$ cat src/rtl/multicycle_controller.sv
// rtl/multicycle_controller.sv - Moore sequencing FSM with ALU and immediate decoders for the multicycle RISC-V core
module multicycle_controller (
    input  logic       clk,
    input  logic       reset_n,
    input  logic [6:0] op,
    input  logic [2:0] funct3,
    input  logic       funct7b5,
    input  logic       zero,
    input  logic       stall,
    output logic [1:0] immsrc,
    output logic [1:0] alusrca,
    output logic [1:0] alusrcb,
    output logic [1:0] resultsrc,
    output logic       adrsrc,
    output logic [2:0] alucontrol,
    output logic       irwrite,
    output logic       pcwrite,
    output logic       regwrite,
    output logic       memwrite,
    output logic       instr_done,
    output logic       illegal,
    output logic [3:0] state
);

    typedef enum logic [3:0] {
        S_FETCH    = 4'd0,
        S_DECODE   = 4'd1,
        S_MEMADR   = 4'd2,
        S_MEMREAD  = 4'd3,
        S_MEMWB    = 4'd4,
        S_MEMWRITE = 4'd5,
        S_EXECUTER = 4'd6,
        S_ALUWB    = 4'd7,
        S_EXECUTEI = 4'd8,
        S_JAL      = 4'd9,
        S_BEQ      = 4'd10
    } state_e;

    localparam logic [6:0] OP_LW    = 7'b0000011;
    localparam logic [6:0] OP_SW    = 7'b0100011;
    localparam logic [6:0] OP_RTYPE = 7'b0110011;
    localparam logic [6:0] OP_ITYPE = 7'b0010011;
    localparam logic [6:0] OP_JAL   = 7'b1101111;
    localparam logic [6:0] OP_BEQ   = 7'b1100011;

    localparam logic [2:0] ALU_ADD = 3'b000;
    localparam logic [2:0] ALU_SUB = 3'b001;
    localparam logic [2:0] ALU_AND = 3'b010;
    localparam logic [2:0] ALU_OR  = 3'b011;
    localparam logic [2:0] ALU_SLT = 3'b101;

    state_e     state_q;
    state_e     state_d;

    // Raw per-state controls before stall/reset qualification
    logic [1:0] aluop;
    logic       irwrite_raw;
    logic       pcupdate;
    logic       branch;
    logic       regwrite_raw;
    logic       memwrite_raw;
    logic       done_raw;
    logic       illegal_raw;
    logic       wr_ok;

    // Next-state selection; a stall freezes the sequence wherever it is
    always_comb begin
        state_d = state_q;
        if (!stall) begin
            case (state_q)
                S_FETCH:    state_d = S_DECODE;
                S_DECODE: begin
                    case (op)
                        OP_LW, OP_SW: state_d = S_MEMADR;
                        OP_RTYPE:     state_d = S_EXECUTER;
                        OP_ITYPE:     state_d = S_EXECUTEI;
                        OP_JAL:       state_d = S_JAL;
                        OP_BEQ:       state_d = S_BEQ;
                        default:      state_d = S_FETCH;
                    endcase
                end
                S_MEMADR: begin
                    if (op == OP_LW) begin
                        state_d = S_MEMREAD;
                    end else if (op == OP_SW) begin
                        state_d = S_MEMWRITE;
                    end else begin
                        // IR cannot change after DECODE, so this only guards odd encodings
                        state_d = S_FETCH;
                    end
                end
                S_MEMREAD:  state_d = S_MEMWB;
                S_MEMWB:    state_d = S_FETCH;
                S_MEMWRITE: state_d = S_FETCH;
                S_EXECUTER: state_d = S_ALUWB;
                S_EXECUTEI: state_d = S_ALUWB;
                S_ALUWB:    state_d = S_FETCH;
                S_JAL:      state_d = S_ALUWB;
                S_BEQ:      state_d = S_FETCH;
                default:    state_d = S_FETCH;
            endcase
        end
    end

    // State register; reset returns to FETCH immediately, abandoning any instruction
    always_ff @(posedge clk or negedge reset_n) begin
        if (!reset_n) begin
            state_q <= S_FETCH;
        end else begin
            state_q <= state_d;
        end
    end

    // Moore output decode of the current state
    always_comb begin
        alusrca      = 2'b00;
        alusrcb      = 2'b00;
        resultsrc    = 2'b00;
        adrsrc       = 1'b0;
        aluop        = 2'b00;
        irwrite_raw  = 1'b0;
        pcupdate     = 1'b0;
        branch       = 1'b0;
        regwrite_raw = 1'b0;
        memwrite_raw = 1'b0;
        done_raw     = 1'b0;
        illegal_raw  = 1'b0;
        case (state_q)
            S_FETCH: begin
                irwrite_raw = 1'b1;
                alusrcb     = 2'b10;
                resultsrc   = 2'b10;
                pcupdate    = 1'b1;
            end
            S_DECODE: begin
                alusrca = 2'b01;
                alusrcb = 2'b01;
                case (op)
                    OP_LW, OP_SW, OP_RTYPE, OP_ITYPE, OP_JAL, OP_BEQ: illegal_raw = 1'b0;
                    default:                                          illegal_raw = 1'b1;
                endcase
            end
            S_MEMADR: begin
                alusrca = 2'b10;
                alusrcb = 2'b01;
            end
            S_MEMREAD: begin
                adrsrc = 1'b1;
            end
            S_MEMWB: begin
                resultsrc    = 2'b01;
                regwrite_raw = 1'b1;
                done_raw     = 1'b1;
            end
            S_MEMWRITE: begin
                adrsrc       = 1'b1;
                memwrite_raw = 1'b1;
                done_raw     = 1'b1;
            end
            S_EXECUTER: begin
                alusrca = 2'b10;
                aluop   = 2'b10;
            end
            S_EXECUTEI: begin
                alusrca = 2'b10;
                alusrcb = 2'b01;
                aluop   = 2'b10;
            end
            S_ALUWB: begin
                regwrite_raw = 1'b1;
                done_raw     = 1'b1;
            end
            S_JAL: begin
                alusrca  = 2'b01;
                alusrcb  = 2'b10;
                pcupdate = 1'b1;
            end
            S_BEQ: begin
                alusrca  = 2'b10;
                aluop    = 2'b01;
                branch   = 1'b1;
                done_raw = 1'b1;
            end
            default: begin
                alusrca = 2'b00;
            end
        endcase
    end

    // Write enables only leave the block when out of reset and the memory is ready
    assign wr_ok      = reset_n & ~stall;
    assign irwrite    = irwrite_raw & wr_ok;
    assign pcwrite    = (pcupdate | (branch & zero)) & wr_ok;
    assign regwrite   = regwrite_raw & wr_ok;
    assign memwrite   = memwrite_raw & wr_ok;
    assign instr_done = done_raw & wr_ok;
    assign illegal    = illegal_raw & reset_n;
    assign state      = state_q;

    // Immediate format follows the opcode in every state
    always_comb begin
        case (op)
            OP_SW:   immsrc = 2'b01;
            OP_BEQ:  immsrc = 2'b10;
            OP_JAL:  immsrc = 2'b11;
            default: immsrc = 2'b00;
        endcase
    end

    // ALU operation from aluop and the function fields; op[5] separates R-type sub from addi
    always_comb begin
        alucontrol = ALU_ADD;
        case (aluop)
            2'b00: alucontrol = ALU_ADD;
            2'b01: alucontrol = ALU_SUB;
            default: begin
                case (funct3)
                    3'b000:  alucontrol = (op[5] & funct7b5) ? ALU_SUB : ALU_ADD;
                    3'b010:  alucontrol = ALU_SLT;
                    3'b110:  alucontrol = ALU_OR;
                    3'b111:  alucontrol = ALU_AND;
                    default: alucontrol = ALU_ADD;
                endcase
            end
        endcase
    end

endmodule

$ cat config.mk
export PLATFORM = sky130hd
export DESIGN_NAME = multicycle_controller
export DESIGN_NICKNAME = d
export VERILOG_FILES = /design/src/rtl/multicycle_controller.sv
export SDC_FILE = /design/constraint.sdc
export NUM_CORES = 1
export LEC_CHECK = 0
export CORE_UTILIZATION = 36
export CTS_BUF_LIST = sky130_fd_sc_hd__clkbuf_4
export CTS_CLUSTER_SIZE = 14
export DETAILED_ROUTE_END_ITERATION = 12
export GPL_ROUTABILITY_DRIVEN = 0
export HOLD_SLACK_MARGIN = 0.05
export PLACE_DENSITY_LB_ADDON = 0.2
export REMOVE_ABC_BUFFERS = 1
export SYNTH_ARGS = -nofsm -noshare
export SYNTH_HDL_FRONTEND = slang
export SYNTH_SLANG_ARGS = --single-unit
$ cat constraint.sdc
create_clock -name clk -period 1.59 [get_ports clk]
set_input_delay 0.477 -clock clk [delete_from_list [all_inputs] [get_ports clk]]
set_output_delay 0.477 -clock clk [all_outputs]
set_load 0.005 [all_outputs]
==> results.cfg, run 1 <==
[placed_design]
placed_cell_area_mm2 = 0.001304
port_buffers = 36
dp_hpwl_um = 1846
pre_cts_ws_ps = -952.7

[clock_tree]
cts_made_buffers = 3
htree_levels = 1
cts_root_buf = clkbuf_4
clock_sinks = 4
ctsLongestPathBuffers = 2

[sta]
worst-ep-kind = primary output
worst_endpoint = alucontrol[0]

[run_status]
stop_stage = global routing (5_1_grt)
error = [ERROR GRT-0232] Routing congestion too high. Check the congestion heatmap in the GUI.
status = did not finish

[synth]
synth_commonest_cells = 12 x nor2_1, 12 x nor3_1, 8 x a21oi_1, 8 x nand2_1
ys_seq_area_share_pct = 14.79
async_flop_share_pct = 100.0
yosys.area.top_type_share_pct = 14.79
synth_area_leader_cell = dfrtp_1
synth_edf_count = 0
syn_area_um2 = 676.9
netlist_instances = 102
synth_cell_types = 38
synth_ff_type = dfrtp_1
syn_area_per_cell_um2 = 6.636
synth_top_cells_by_area = dfrtp_1 15%, nor3_1 8.9%, nor2_1 6.7%
ys_ff_latch = 4
yosys_warnings = 0

[floorplanning]
initial_utilization_pct = 38.78
die_y_um = 45.36
io-pin-count = 37
die_w_um = 45.36
core.rowCount = 15

[global_route]
grt_util_all_layers_pct = 71.85
overflow = 15
grt_max_degree = 12
==> routing by layer <==
metal / track usage, % / GRT overflow
met1: 69.73 / 0
met3: 51.60 / 1
met5: 0 / 0
met4: 83.03 / 5
met2: 91.01 / 9
==> timing repair <==
action | CTS
setup buffers | 12
hold buffers | 0
gates cloned | 0
resized for setup | 133
pin swaps | 18
setup endpoints to repair | 26
==> metrics by stage <==
stage                     TNS, ps  instances
after floorplan             -1083         93
after global placement     -12910        192
after detailed placement   -13400        192
after CTS                   -5445        207
==> cells by family after synthesis <==
| family | Yosys count | synth area share [%] |
|---|---|---|
| buf+inv | 14 | 10.17 |
| simple gates | 58 | 48.24 |
| flops | 4 | 14.79 |
| xor+xnor | 2 | 2.588 |
| compound gates | 24 | 24.21 |
==> run 2, diff against run 1 <==
- CORE_AREA: not set -> 2 2 63 65
- CORE_UTILIZATION: 36 -> not set
- CTS_BUF_LIST: sky130_fd_sc_hd__clkbuf_4 -> not set
- CTS_CLUSTER_SIZE: 14 -> not set
- DIE_AREA: not set -> 0 0 65 67
- HOLD_SLACK_MARGIN: 0.05 -> not set
- PLACE_DENSITY_LB_ADDON: 0.2 -> 0.15
- clock period: 1.59 -> 2.1 ns (I/O delays scaled with it)
==> run 2 against run 1 <==
The flow now finishes, with violations (negative setup slack); synthesized cell count unchanged; area after synthesis unchanged.
==> results.cfg, run 2 <==
[run_status]
status = finished, violations left
violations = negative setup slack

[critical_path]
critical_path.cell_chain = buf_4 -> buf_8 -> and3_4 -> nor3_2 -> a2111oi_2 -> buf_2
reg2reg_depth = 7
critPathSlowestCell = dfrtp_1
r2r-start = state[3]
crit_path_max_incr_delay_ps = 380
cp-start-kind = flop
ff2ff_setup_slack_ps = 450
cp_max_fo = 6
end_kind = primary output
path_buf_inv = 3
cp.arrival_ps = 1570
r2r_end = state[1]
required_ps = 1470
crit_family = buffers and inverters
worstSetupPathType = reg -> out

[global_route]
antenna_found_initial = 0
grt_util_all_layers_pct = 12.60
use_met2_pct = 23.58
grt_max_degree = 15
grt.met3_usage_pct = 2.196
overflow = 0
grt_busiest_layer = met2
grt_pass1_vias = 1044
grtUsageMet1_pct = 14.10
grt_pass1_wl_um = 4353

[drt]
drtIter0Drc = 38
drtPass1Iterations = 5
antenna_left = 0
route.detailed.drc = 0
wl_um = 2605
avgRoutedWirePerCell_um = 11.48
num_vias = 1047
viasPerCell = 4.612

[clock_tree]
cts_hold_buf = 0
cts_root_buf = clkbuf_8
clkTransAtPathRegs_ps = 30
htree_levels = 1
ctsLongestPathBuffers = 2
cts_tree = built
cts_made_buffers = 3
clock_latency_ps = 220
clock_sinks = 4

[synth]
synth_commonest_cells = 12 x nor2_1, 12 x nor3_1, 8 x a21oi_1, 8 x nand2_1
syn_area_per_cell_um2 = 6.636
syn_area_um2 = 676.9
synth_edf_count = 0
ys_ff_latch = 4
yosys_warnings = 0
yosys.area.top_type_share_pct = 14.79
synth_area_leader_cell = dfrtp_1
synth_ff_type = dfrtp_1
synth_top_cells_by_area = dfrtp_1 15%, nor3_1 8.9%, nor2_1 6.7%
ys_seq_area_share_pct = 14.79
synth_cell_types = 38
async_flop_share_pct = 100.0
netlist_instances = 102

[placed_design]
dp_hpwl_um = 1984
port_buffers = 36

[power_and_ir_drop]
p_switching_mw = 0.2882
p_sw_share_pct = 36.00
max-vdd-ir-drop_mv = 0.2265
power_mw = 0.8005
leakage_nw = 0.7079
power_frac_comb_pct = 66.0
p_per_area_mw_per_mm2 = 523.1
p_seq_share_pct = 13.1
pwr-share-clk_pct = 20.9
power.internal_mw = 0.5123

[sta]
setup-tns-final_ps = -283.0
setup_viol = 4
period_share_pct = 104.5
tightestPinTransition_ps = 302.7
fin_skew_ps = 3.346
finalHoldViolations = 0
fin_ws_ps = -95.15
slew_headroom_pct = 79.66
hold_ws_ps = 490.9
rsz0062_at_grt = yes
slew_viol_final = 0
finalCriticalPeriod_ps = 2195
fmaxAchievable_mhz = 455.5

[finish]
drive_gt1_share_pct = 55.31
mostFrequentLayoutCell = buf_4
mostFrequentLayoutCells = 36 x buf_4, 14 x buf_2, 10 x nor2_1, 10 x buf_6, 9 x nor3_1
diodes = 0
largest_reg_flops = 4
final_nets = 196
syn_to_final_growth_pct = 126.1

[floorplanning]
die_w_um = 65
io-pin-count = 37
core.rowCount = 22
core_mm2 = 0.003606
die_y_um = 67
initial_utilization_pct = 18.77
dieArea_mm2 = 0.004355

[min_path]
hold_path.class = in -> async

[run]
cap_viol_max_count = 0
## run 2: cell counts after synthesis
No cell type changed its count.
## run 2: through the flow
step                      utilization (%)  setup WS [ps]  cell area (um^2)  instances
after floorplan                         -          51.81             626.9         93
final                               42.44         -95.15              1530        227
after CTS                           39.56         -190.6              1426        222
after detailed placement            36.75         -802.3              1325        214
after global routing                42.44         -175.6              1530        227
after global placement              36.75         -780.4              1325        214
## run 2: worst max path at each step
stage                  start       endpoint  slack [ps]  cells past startpoint
floorplan           state[2]  alucontrol[0]          50                      4
global placement       op[5]        illegal        -780                      6
detailed placement     op[5]        illegal        -800                      6
CTS                     zero        pcwrite        -190                      5
global route        state[2]  alucontrol[0]        -180                      6
finish              state[1]        pcwrite        -100                      6
## run 2: final cells by class
class / count / area (um^2)
fill: 381 / 2076
timing repair buffer: 83 / 666.9
multi-input combinational: 84 / 638.1
sequential: 4 / 102.6
tap: 48 / 60.06
clock buffer: 3 / 41.29
inverter: 5 / 21.27
## run 2: cell families (layout without fill, tap and decap cells)
| logic type | count (synthesis) | in the layout | share of synthesized area [%] |
|---|---|---|---|
| simple gates | 58 | 58 | 48.24 |
| buf+inv | 14 | 91 | 10.17 |
| compound gates | 24 | 24 | 24.21 |
| xor+xnor | 2 | 2 | 2.588 |
| flops | 4 | 4 | 14.79 |
## run 2: power groups by stage
stage	Sequential [mW]	Combinational [mW]	Clock [mW]
after floorplan	0.134	0.134	0
after global placement	0.103	0.450	0
after detailed placement	0.104	0.453	0
after CTS	0.104	0.475	0.166
after global routing	0.107	0.576	0.174
final	0.105	0.528	0.167
## run 2: repair_timing
| item | 4_1_cts | 5_1_grt |
|---|---|---|
| endpoints found under the setup margin | 19 | 15 |
| resized for setup | 102 | 38 |
| setup buffers | 6 | 6 |
| pin swaps | 14 | 13 |
## run 2: routing by layer
metal  part of all wire (%)  vias to the layer above  wire (um)
li1                       -                      528          -
met1                     43                      476       1109
met2                     51                       40       1330
met3                    5.6                        3        147
met4                   0.69                        0         18
met5                      0                        -          0
Note: power is estimated with default switching activity, not from simulation.
==> run 3, diff against run 2 <==
- SLEW_MARGIN: not set -> 10
==> results of run 3 <==
No change in the layout: final DEF, timing and power equal those of run 2.
==> run 4, diff against run 3 <==
- CTS_BUF_LIST: not set -> sky130_fd_sc_hd__clkbuf_8
- SKIP_LAST_GASP: not set -> 1
==> run 4 against run 3 <==
The run still ends with negative setup slack left; power is 2.6% lower; clock skew hardly changed; final area is 2.5% lower; non-clock buffer count is 1 lower; sequential share of layout area is 0.17 points higher; largest cell class unchanged; largest power group unchanged.
==> results.cfg, run 4 (same netlist as run 2, synthesis figures left out) <==
[sta]
setup-tns-final_ps = -244.2
fmaxAchievable_mhz = 455.7
slew_headroom_pct = 79.68
fin_ws_ps = -94.38
tightestPinTransition_ps = 302.5
finalHoldViolations = 0
setup_viol = 3
fin_skew_ps = 2.997
rsz0062_at_grt = yes
finalCriticalPeriod_ps = 2194
slew_viol_final = 0
period_share_pct = 104.5

[run]
cap_viol_max_count = 0

[critical_path]
path_buf_inv = 3
end_kind = primary output
cp-start-kind = flop
critical_path.cell_chain = buf_4 -> buf_6 -> and3_4 -> nor3_2 -> a2111oi_2 -> buf_2
crit_path_max_incr_delay_ps = 390
crit_family = buffers and inverters
cp.arrival_ps = 1560
required_ps = 1470
worstSetupPathType = reg -> out
critPathSlowestCell = dfrtp_1
cp_max_fo = 6
ff2ff_setup_slack_ps = 460

[run_status]
violations = negative setup slack
status = finished, violations left

[finish]
stdcell_area_mm2 = 0.001491
mostFrequentLayoutCell = buf_4
syn_to_final_growth_pct = 120.3
diodes = 0
n_fill_cell = 391
final_nets = 195
utilization_pct = 41.36
drive_gt1_share_pct = 51.69
mostFrequentLayoutCells = 36 x buf_4, 12 x buf_2, 11 x nor2_1
largest_reg_flops = 4

[drt]
drtPass1Iterations = 4
route.detailed.drc = 0
antenna_left = 0
num_vias = 1028
avgRoutedWirePerCell_um = 11.39
drtIter0Drc = 28
viasPerCell = 4.549
wl_um = 2574

[floorplanning]
die_y_um = 67
initial_utilization_pct = 18.77
io-pin-count = 37
die_w_um = 65
core.rowCount = 22
dieArea_mm2 = 0.004355
core_mm2 = 0.003606

[power_and_ir_drop]
leakage_nw = 0.7064
max-vdd-ir-drop_mv = 0.2255
p_per_area_mw_per_mm2 = 522.7
power_mw = 0.7795

[global_route]
overflow = 0
grt_util_all_layers_pct = 12.60
antenna_found_initial = 0
grt_max_degree = 15
grt_pass1_vias = 1041
grt_pass1_wl_um = 4367

[clock_tree]
cts_made_buffers = 3
cts_root_buf = clkbuf_8
ctsLongestPathBuffers = 2
cts_tree = built
clock_sinks = 4
htree_levels = 1
clock_latency_ps = 220
clkTransAtPathRegs_ps = 30
cts_hold_buf = 0

[min_path]
hold_path.class = in -> async

[placed_design]
dp_hpwl_um = 1984
port_buffers = 36
pre_cts_ws_ps = -802.3
placed_cell_area_mm2 = 0.001325
==> run 4: changes by cell type in the layout (fill, tap and decap cells not counted), sizes merged <==
cell,change
buf,-3
clkbuf,+1
clkdlybuf4s15,-2
dlygate4sd2,+3
==> run 4: area by class of cell <==
cell class              instances  area (um^2)  share of cell area, %
flip-flops and latches          4        102.6                  6.879
inverters                       5        18.77                  1.258
clock buffers                   3        41.29                  2.768
well taps                      48        60.06                  4.027
multi-input cells              84        616.8                  41.36
repair buffers                 82        651.9                  43.71
==> run 4: worst paths after layout <==
| check | start | to | cells after the start |
|---|---|---|---|
| hold reg to reg | state[3] | state[3] | 3 |
| setup reg to reg | state[3] | state[1] | 7 |
| min in group clk | state[3] | state[3] | 3 |
| max in group asynchronous | reset_n | state[3] | 2 |
| setup / recovery | state[1] | pcwrite | 6 |
| hold / removal | reset_n | state[0] | 2 |
==> run 4: stage by stage <==
stage,instances,hold slack (ps)
final,226,487.4
after global routing,226,515.0
after CTS,222,508.1
after detailed placement,214,766.6
after global placement,214,760.0
after floorplan,93,334.4
==> run 4: layer usage <==
layer | up-vias | wire (um) | global-route usage, %
li1 | 525 | - | -
met1 | 467 | 1123 | 14.10
met5 | - | 0 | 0
met3 | 3 | 137 | 2.196
met4 | 0 | 17 | 4.787
met2 | 33 | 1296 | 23.58
==> run 4: report_power, final <==
| part | leakage (nW) | switching [mW] | internal (mW) | total (mW) |
|---|---|---|---|---|
| logic | 0.636 | 0.217 | 0.290 | 0.507 |
| clock network | 0.0216 | 0.0446 | 0.123 | 0.167 |
| registers | 0.0486 | 0.0157 | 0.0893 | 0.105 |
==> run 4: timing repair <==
item	4_1_cts	5_1_grt
pin swaps	14	12
gates resized for setup	96	29
buffers inserted	6	5
endpoints found under the setup margin	19	15
endpoints found under the hold margin	0	0
